===== src/rtl/fpu_uart_pkg.sv =====
// Shared constants and state encodings for the FPU serial link (transmitter and receiver).
`timescale 1ns/1ps
package fpu_uart_pkg;

    localparam int DEFAULT_CLK_FREQ     = 50_000_000;
    localparam int DEFAULT_BAUD         = 115_200;
    localparam int DEFAULT_CLKS_PER_BIT = DEFAULT_CLK_FREQ / DEFAULT_BAUD;
    localparam int DATA_BITS            = 8;
    localparam int WORD_BYTES           = 2;

    typedef enum logic [1:0] {
        ST_IDLE  = 2'd0,
        ST_START = 2'd1,
        ST_DATA  = 2'd2,
        ST_STOP  = 2'd3
    } tx_state_t;

endpackage


===== src/rtl/uart_tx_byte.sv =====
// Single 8N1 byte serializer: start/ready handshake, baud counter, bit counter, flopped tx.
`timescale 1ns/1ps
module uart_tx_byte
    import fpu_uart_pkg::*;
#(
    parameter int CLKS_PER_BIT = DEFAULT_CLKS_PER_BIT,
    parameter int STOP_BITS    = 1
) (
    input  logic       clk,
    input  logic       rst,
    input  logic       start,
    input  logic [7:0] data,
    output logic       ready,
    output logic       last,
    output logic       tx
);

    localparam int CNT_W = $clog2(CLKS_PER_BIT);

    if (CLKS_PER_BIT < 2) begin : g_bad_cpb
        $error("uart_tx_byte: CLKS_PER_BIT must be at least 2");
    end
    if (STOP_BITS != 1 && STOP_BITS != 2) begin : g_bad_stop
        $error("uart_tx_byte: STOP_BITS must be 1 or 2");
    end

    tx_state_t        state, state_next;
    logic [CNT_W-1:0] baud_cnt;
    logic [2:0]       bit_cnt;
    logic             stop_cnt;
    logic [7:0]       shreg;
    logic             tx_q, tx_next;
    logic             bit_end, load, shift;

    assign bit_end = (baud_cnt == CNT_W'(CLKS_PER_BIT - 1));
    // last is high during the final cycle of the final stop bit; a new start
    // taken on that cycle follows with no idle gap.
    assign last    = (state == ST_STOP) && bit_end && (stop_cnt == 1'(STOP_BITS - 1));
    assign ready   = (state == ST_IDLE) || last;
    assign tx      = tx_q;

    // NOTE: every signal driven here gets a default first, so no path can
    // leave one unassigned and infer a latch.
    always_comb begin
        state_next = state;
        tx_next    = tx_q;
        load       = 1'b0;
        shift      = 1'b0;
        unique case (state)
            ST_IDLE: begin
                tx_next = 1'b1;
                if (start) begin
                    state_next = ST_START;
                    tx_next    = 1'b0;
                    load       = 1'b1;
                end
            end
            ST_START: begin
                if (bit_end) begin
                    state_next = ST_DATA;
                    tx_next    = shreg[0];
                end
            end
            ST_DATA: begin
                if (bit_end) begin
                    if (bit_cnt == 3'(DATA_BITS - 1)) begin
                        state_next = ST_STOP;
                        tx_next    = 1'b1;
                    end else begin
                        shift   = 1'b1;
                        tx_next = shreg[1];
                    end
                end
            end
            ST_STOP: begin
                if (last) begin
                    if (start) begin
                        state_next = ST_START;
                        tx_next    = 1'b0;
                        load       = 1'b1;
                    end else begin
                        state_next = ST_IDLE;
                        tx_next    = 1'b1;
                    end
                end
            end
            default: begin
                state_next = ST_IDLE;
                tx_next    = 1'b1;
            end
        endcase
    end

    // NOTE: state registers use non-blocking assignments so every flop
    // samples the pre-edge values regardless of statement order.
    always_ff @(posedge clk or posedge rst) begin
        if (rst) begin
            state    <= ST_IDLE;
            baud_cnt <= '0;
            bit_cnt  <= '0;
            stop_cnt <= 1'b0;
            shreg    <= '0;
            tx_q     <= 1'b1;
        end else begin
            state <= state_next;
            tx_q  <= tx_next;
            if (load) begin
                shreg <= data;
            end else if (shift) begin
                shreg <= {1'b0, shreg[7:1]};
            end
            if (state == ST_IDLE || bit_end) begin
                baud_cnt <= '0;
            end else begin
                baud_cnt <= baud_cnt + 1'b1;
            end
            if (load) begin
                bit_cnt <= '0;
            end else if (state == ST_DATA && bit_end) begin
                bit_cnt <= bit_cnt + 1'b1;
            end
            if (state == ST_STOP && bit_end) begin
                stop_cnt <= last ? 1'b0 : stop_cnt + 1'b1;
            end
        end
    end

endmodule


===== src/rtl/fpu_uart_tx.sv =====
// FPU result return path: sends a 16-bit word as two back-to-back 8N1 frames, low byte first.
`timescale 1ns/1ps
module fpu_uart_tx
    import fpu_uart_pkg::*;
#(
    parameter int CLK_FREQ     = DEFAULT_CLK_FREQ,
    parameter int BAUD         = DEFAULT_BAUD,
    parameter int CLKS_PER_BIT = CLK_FREQ / BAUD,
    parameter int STOP_BITS    = 1
) (
    input  logic        clk,
    input  logic        rst,
    input  logic [15:0] word_data,
    input  logic        word_valid,
    output logic        word_ready,
    output logic        busy,
    output logic        done,
    output logic        tx
);

    logic       active;
    logic       byte_idx;
    logic       done_q;
    logic [7:0] hi_byte;
    logic       accept;
    logic       byte_start;
    logic [7:0] byte_data;
    logic       ser_ready;
    logic       ser_last;

    assign accept     = !active && word_valid;
    assign word_ready = !active;
    assign busy       = active;
    assign done       = done_q;

    // The low byte goes straight from word_data into the serializer on the accept
    // edge so the start bit appears one cycle later; only the high byte is held here.
    assign byte_data  = active ? hi_byte : word_data[7:0];
    assign byte_start = ser_ready &&
                        (active ? (ser_last && byte_idx != 1'(WORD_BYTES - 1)) : word_valid);

    always_ff @(posedge clk or posedge rst) begin
        if (rst) begin
            active   <= 1'b0;
            byte_idx <= 1'b0;
            done_q   <= 1'b0;
            hi_byte  <= '0;
        end else begin
            done_q <= 1'b0;
            if (accept) begin
                active   <= 1'b1;
                byte_idx <= 1'b0;
                hi_byte  <= word_data[15:8];
            end else if (active && ser_last) begin
                if (byte_idx == 1'(WORD_BYTES - 1)) begin
                    active   <= 1'b0;
                    byte_idx <= 1'b0;
                    done_q   <= 1'b1;
                end else begin
                    byte_idx <= byte_idx + 1'b1;
                end
            end
        end
    end

    uart_tx_byte #(
        .CLKS_PER_BIT (CLKS_PER_BIT),
        .STOP_BITS    (STOP_BITS)
    ) u_byte (
        .clk   (clk),
        .rst   (rst),
        .start (byte_start),
        .data  (byte_data),
        .ready (ser_ready),
        .last  (ser_last),
        .tx    (tx)
    );

endmodule


===== config.mk =====
export PLATFORM = sky130hd
export DESIGN_NAME = fpu_uart_tx
export DESIGN_NICKNAME = d
export VERILOG_FILES = /design/src/rtl/fpu_uart_pkg.sv /design/src/rtl/uart_tx_byte.sv /design/src/rtl/fpu_uart_tx.sv
export SDC_FILE = /design/constraint.sdc
export NUM_CORES = 1
export LEC_CHECK = 0
export CAP_MARGIN = 20
export CORE_MARGIN = 1
export CORE_UTILIZATION = 55
export CTS_CLUSTER_DIAMETER = 150
export DETAILED_ROUTE_END_ITERATION = 10
export PLACE_DENSITY = 0.86
export SKIP_CTS_REPAIR_TIMING = 1
export SYNTH_ARGS = -nofsm -noshare
export SYNTH_HDL_FRONTEND = slang
export SYNTH_SLANG_ARGS = --single-unit

===== constraint.sdc =====
create_clock -name clk -period 1.9 [get_ports clk]
set_input_delay 0.38 -clock clk [delete_from_list [all_inputs] [get_ports clk]]
set_output_delay 0.38 -clock clk [all_outputs]
set_load 0.02 [all_outputs]

==> metrics.txt, run 1 <==
Detailed Routing Iterations Pass 1=4; most common cell in the netlist=dfrtp_1; data required time at the worst endpoint=1.52 ns; Seq cells post-synth=35; crit share post-route=97.2%; CTS Buffer Depth=2; Ys Warns=0; minimum clock period=1.85 ns; Synth area leaders=dfrtp_1 46%, mux2i_1 12%, mux2_2 5.5%; Largest delay share family, worst path=buffers and inverters; RD Place Congestion=0.772; GRT Resource Usage Total=a little under a quarter; share of layout cells above drive strength 1=21.3%; total die area=between 3000 and 4000 µm²; Clock Skew=0.0123 ns; # port buffers=22; syn avg cell area=between 10 and 15 µm²; total power=between 2 and 2.5 mW; Final Max Tran Viols=0; first-pass GRT wire length=a little over 6000 µm; CTS tree=done; worst rel slew slack=71.5%; number of H-tree levels=2; Design Area, Final=2300 µm²; site row count=20; Iteration-0 DRC Markers=58; post-synth top area share=between 40% and 50%; Unique masters post-synth=43; crit path max-delay cell type=clkdlybuf4s50_1; Area growth syn-to-layout=23.9%; number of flops mapped to enable cells by yosys=0; Core Box Area=between 3000 and 4000 µm²; top post-synthesis cells by count=34 x dfrtp_1, 23 x mux2i_1, 16 x nor2_1; Die Wd=approximately 60 µm; worst min path class=primary input to async pin; Hold Vio Cnt, Final=0; clock sinks=35; Power Density=1010 nW/µm²; net count after synthesis=187; initial antenna violation count=0; Routed wire per std cell=14.8 µm; cell area after synthesis=around 1900 µm²; Detail Route Antenna Nets=0; Slew @ Worst Pin=0.428 ns; GR Overflow Total=0; Synth area leader=dfrtp_1; Post-synth ARST share=100%; CTS root buf=clkbuf_4; routed vias=roughly 1,300; commonest register cell after synthesis=dfrtp_1; final std cells w/o fill=241; vias in the first global route=approximately 1,400; CP bufs+invs=1; crit path cell chain=clkdlybuf4s50_1; maxcap violations=0; fill count=214; CP max FO=2; peak per-stage delay on the critical path=0.59 ns; status=finished clean; Post-route DRC=0; Vias/cell=5.56; Gate Count Post-Synth=160; worst skew pair latency=0.34 ns; IO Pins=23; setup violators final=0; hold slack=0.423 ns; Reg clk slew, reported paths=0.11 ns; leak pwr=1.09 nW; WS Path Type=register to output port; final WL=3580 µm; CTS Buf Count=5; Seq/Total Area, Yosys=47.2%; pin count of the biggest net entering global routing=36; n_diodes=0; Final Util=around three quarters; fmax=541 MHz; post-placement cell area=2190 µm²; Critical Path AT=1.47 ns; HPWL after detailed placement=2700 µm; Die Y=60.1 µm; Starting Density=about three fifths; worst ir drop on vdd=0.657 mV; cell count after placement=about 230; Nets=223; Critical Path Sink Type=output port; Worst setup SP type=register
## placed cells by master (no fill, tap or decap), types with 2 or more instances in the layout
cell type        synthesis  routed
mux2i_1                 23      23
ha_1                     8       6
clkbuf_4                 1       5
dfrtp_1                 34      34
nor3_1                   2       2
buf_4                    0      12
inv_1                    6       6
clkdlybuf4s50_1          0      21
nor2b_1                  2       2
nand3_1                  7       7
o21ai_0                  2       2
xor2_1                   3       3
xnor2_1                  6       6
and2b_2                  2       2
and3_1                   2       2
mux2_2                   9       9
nor2_1                  16      16
a21oi_1                  3       3
nand2_1                  7       7
## through the flow
stage / worst slack (ns) / TNS [ns]
after floorplan: 0.154 / 0
after global placement: -0.0616 / -0.252
after detailed placement: -0.110 / -0.621
after CTS: -0.0357 / -0.0634
after global routing: -0.00558 / -0.0110
final: 0.0530 / 0
## flip-flops by register name (all words and copies together), names as in the netlist
name and flops:
u_byte.bit_cnt 3, byte_idx 1, busy 1, hi_byte 8, u_byte.baud_cnt 9, u_byte.shreg 8
u_byte.tx 1, u_byte.stop_cnt 1, done 1, u_byte.state 2
## cells by family after synthesis
kind of cell | Yosys count | share of synthesized area [%]
DFF | 35 | 47.2
AOI/OAI and AO/OA | 17 | 7.95
xor gates and xnor gates | 9 | 4.25
buffers and inverters | 12 | 3.50
adders and majority gates | 8 | 5.39
and+or+nand+nor | 47 | 13.8
muxes | 32 | 17.9
## cell type report
type | count | area [µm²] | area share, %
tap | 44 | 55.1 | 2.39
clock inverter | 2 | 35.0 | 1.52
multi-input combinational | 113 | 935 | 40.6
timing repair buffer | 35 | 324 | 14.1
clock buffer | 6 | 51.3 | 2.23
inverter | 6 | 22.5 | 0.979
sequential | 35 | 877 | 38.1
## final timing paths
kind,start,end,slack (ns),depth (start not counted)
max in group asynchronous,rst,u_byte.tx,1.14,3
setup / recovery,u_byte.tx,tx,0.05,1
min in group clk,u_byte.tx,u_byte.tx,0.50,1
hold reg to reg,u_byte.tx,u_byte.tx,0.50,1
setup reg to reg,u_byte.baud_cnt[1],u_byte.state[1],0.09,6
hold / removal,rst,hi_byte[1],0.42,3
## report_power, final
| group | switching (mW) | internal [mW] | leakage, nW | total [mW] |
|---|---|---|---|---|
| Clock | 0.247 | 0.311 | 0.0482 | 0.558 |
| Combinational | 0.422 | 0.383 | 0.614 | 0.805 |
| Sequential | 0.0839 | 0.872 | 0.430 | 0.956 |
## layer usage
| metal | global-route usage [%] | wire, µm |
|---|---|---|
| met1 | 27.4 | 1490 |
| met2 | 39.9 | 1930 |
| met3 | 5.41 | 96 |
| met4 | 8.97 | 63 |
| met5 | 0 | 0 |
Power figures use the tool's default switching activity.
==> run 2: changes to the inputs <==
--- a/config.mk
+++ b/config.mk
@@ -7,10 +7,11 @@
 export LEC_CHECK = 0
 export CAP_MARGIN = 20
 export CORE_MARGIN = 1
-export CORE_UTILIZATION = 55
+export CORE_UTILIZATION = 60
 export CTS_CLUSTER_DIAMETER = 150
 export DETAILED_ROUTE_END_ITERATION = 10
-export PLACE_DENSITY = 0.86
+export DONT_BUFFER_PORTS = 1
+export PLACE_DENSITY = 0.83
 export SKIP_CTS_REPAIR_TIMING = 1
 export SYNTH_ARGS = -nofsm -noshare
 export SYNTH_HDL_FRONTEND = slang
==> run 2 against run 1 <==
Effect of this change:
- core utilization is 1.3 points lower
- hold slack got worse by 0.41 ns
- die area decreased by 8.1%
- clock skew down 0.0068 ns
- critical path type is now register to register
- critical endpoint is now u_byte.shreg[3]
- largest power group unchanged
- highest routed layer unchanged
==> metrics.txt, run 2 (same netlist as run 1, synthesis figures left out) <==
Critical Path Sink Type=register; worst rel slew slack=71.9% (+0.41 points); CP max FO=8 (+6); initial antenna violation count=0 (unchanged); peak per-stage delay on the critical path=0.43 ns (-0.16 ns); reg-to-reg endpoint=u_byte.shreg[3]; Final TNS setup=0 ns (unchanged); vias in the first global route=1,252 (-8.7%); Power Density=1070 nW/µm² (+6.0%); M1 GR Usage=28.7% (+1.3 points); Nets=203 (-9.0%); FF/Latch Area=877 µm² (unchanged); routed vias=1,243 (-7.2%); Starting Density=65.1% (+5.7 points); Reg-to-Reg Start=u_byte.state[0]; reg-to-reg slack, setup=0.06 ns (-0.03 ns); Core Box Area=2850 µm² (-8.8%); number of H-tree levels=2 (unchanged); cell count after placement=197 (-15%); final std cells w/o fill=208 (-14%); commonest non-fill, non-tap cell in the layout=dfrtp_1; site row count=19 (-5.0%); HPWL after detailed placement=2340 µm (-13%); Detail Route Antenna Nets=0 (unchanged); Detailed Routing Iterations Pass 1=4 (unchanged); pin count of the biggest net entering global routing=36 (unchanged); CTS tree=done; crit path max-delay cell type=dfrtp_1; Iteration-0 DRC Markers=41 (-29%); Die Wd=57.6 µm (-4.1%); status=finished clean; final WL=3290 µm (-8.1%); Worst setup SP type=register; # port buffers=0 (-100%); Vias/cell=5.98 (+7.5%); Worst R2R Path Depth=6 (unchanged); RD Place Congestion=0.796 (+3.0%); Clock Skew=0.00556 ns (-0.00679 ns); n_diodes=0 (unchanged); WS Path Type=register to register; Top reg by flops=u_byte.baud_cnt; share of layout cells above drive strength 1=24.9% (+3.5 points); DP Worst Slack=0.000152 ns (+0.110 ns); Reg clk slew, reported paths=0.11 ns (about the same); data required time at the worst endpoint=2.13 ns (+0.61 ns); clock sinks=35 (unchanged); GR Overflow Total=0 (unchanged); Critical Path AT=2.07 ns (+0.60 ns); crit share post-route=96.9% (-0.28 points); Die Y=57.6 µm (-4.1%); CTS Buf Count=5 (unchanged); IO Pins=23 (unchanged); Worst setup startpoint=u_byte.state[0]; minimum clock period=1.84 ns (-0.00526 ns); Post-route DRC=0 (unchanged); Slew @ Worst Pin=0.422 ns (-0.00616 ns); biggest regs=u_byte.baud_cnt x9, hi_byte x8, u_byte.shreg x8; CTS Buffer Depth=2 (unchanged); CTS root buf=clkbuf_4; setup violators final=0 (unchanged); Routed wire per std cell=15.8 µm (+6.4%); total die area=3320 µm² (-8.1%); fill count=194 (-9.3%); Final Max Tran Viols=0 (unchanged); met2 GRT Util=35.4% (-4.5 points); total power=2.20 mW (-5.0%); most frequent cells in the layout=34 x dfrtp_1, 21 x mux2i_1, 16 x nor2_1; crit path cell chain=inv_1, ha_1, nor2b_1, nand3_2, mux2i_1, mux2i_2; Area growth syn-to-layout=11.0%; Hold Vio Cnt, Final=0 (unchanged); worst setup margin=0.0583 ns (+0.00526 ns); maxcap violations=0 (unchanged); worst skew pair latency=0.34 ns (about the same); met3 GRT Util=8.04% (+2.6 points); max reg flops=9 (unchanged); GRT Resource Usage Total=22.6% (-0.43 points); worst min path class=primary input to async pin; multi-input logic area=928 µm² (-0.67%); first-pass GRT wire length=5530 µm (-8.7%); leak pwr=0.999 nW (-8.5%); worst ir drop on vdd=0.863 mV (+31%); GRT busiest layer=met2; fmax=543 MHz (+0.29%)
-- run 2: changes by cell type in the layout (fill, tap and decap cells not counted), moves of 2 or more --
| cell | delta |
|---|---|
| mux2i_2 | +2 |
| mux2i_1 | -2 |
| clkdlybuf4s50_1 | -21 |
| buf_4 | +3 |
-- run 2: cell type report --
type | instances | area share, %
timing repair buffer | 15 | 5.46
multi-input combinational | 113 | 45.1
sequential | 35 | 42.6
clock inverter | 3 | 2.13
inverter | 6 | 1.09
tap | 31 | 1.88
clock buffer | 5 | 1.82
-- run 2: worst max-delay path by stage --
stage | end | cells after the start
floorplan | u_byte.state[1] | 7
global placement | u_byte.state[1] | 6
detailed placement | u_byte.state[1] | 6
CTS | u_byte.state[1] | 6
global route | u_byte.shreg[3] | 6
finish | u_byte.shreg[3] | 6
-- run 2: per-stage QoR --
stage / hold WS [ns] / cell area (µm²) / util [%]
floorplan: 0.474 / 1860 / -
global placement: 0.387 / 1940 / 68.1
detailed placement: 0.394 / 1940 / 68.1
CTS: 0.00708 / 2020 / 71.0
global route: 0.0461 / 2060 / 72.2
finish: 0.00856 / 2060 / 72.2
-- run 2: critical path: cells and delay by family (launching register included) --
kind          cells  cell delay [ns]
fa+ha+maj         1             0.23
flops             1             0.43
buf+inv           1             0.14
simple gates      2             0.53
mux               2             0.39
-- run 2: report_power, final --
group	switching, mW	total, mW	internal, mW	leakage, nW
logic	0.377	0.707	0.330	0.525
registers	0.0936	0.966	0.873	0.430
clock network	0.252	0.529	0.277	0.0452
-- run 2: per-layer routing --
layer / vias up / wire, µm / part of all wire, %
met5: - / 0 / 0
met4: 0 / 87 / 2.6
met3: 13 / 136 / 4.1
met2: 24 / 1560 / 48
met1: 611 / 1500 / 46
li1: 595 / - / -
==> run 3: changes to the inputs <==
--- a/config.mk
+++ b/config.mk
@@ -13,6 +13,7 @@
 export DONT_BUFFER_PORTS = 1
 export PLACE_DENSITY = 0.83
 export SKIP_CTS_REPAIR_TIMING = 1
+export SLEW_MARGIN = 25
 export SYNTH_ARGS = -nofsm -noshare
 export SYNTH_HDL_FRONTEND = slang
 export SYNTH_SLANG_ARGS = --single-unit
==> results of run 3 <==
Same layout as run 2: the final DEF is identical, and so are final timing and power.
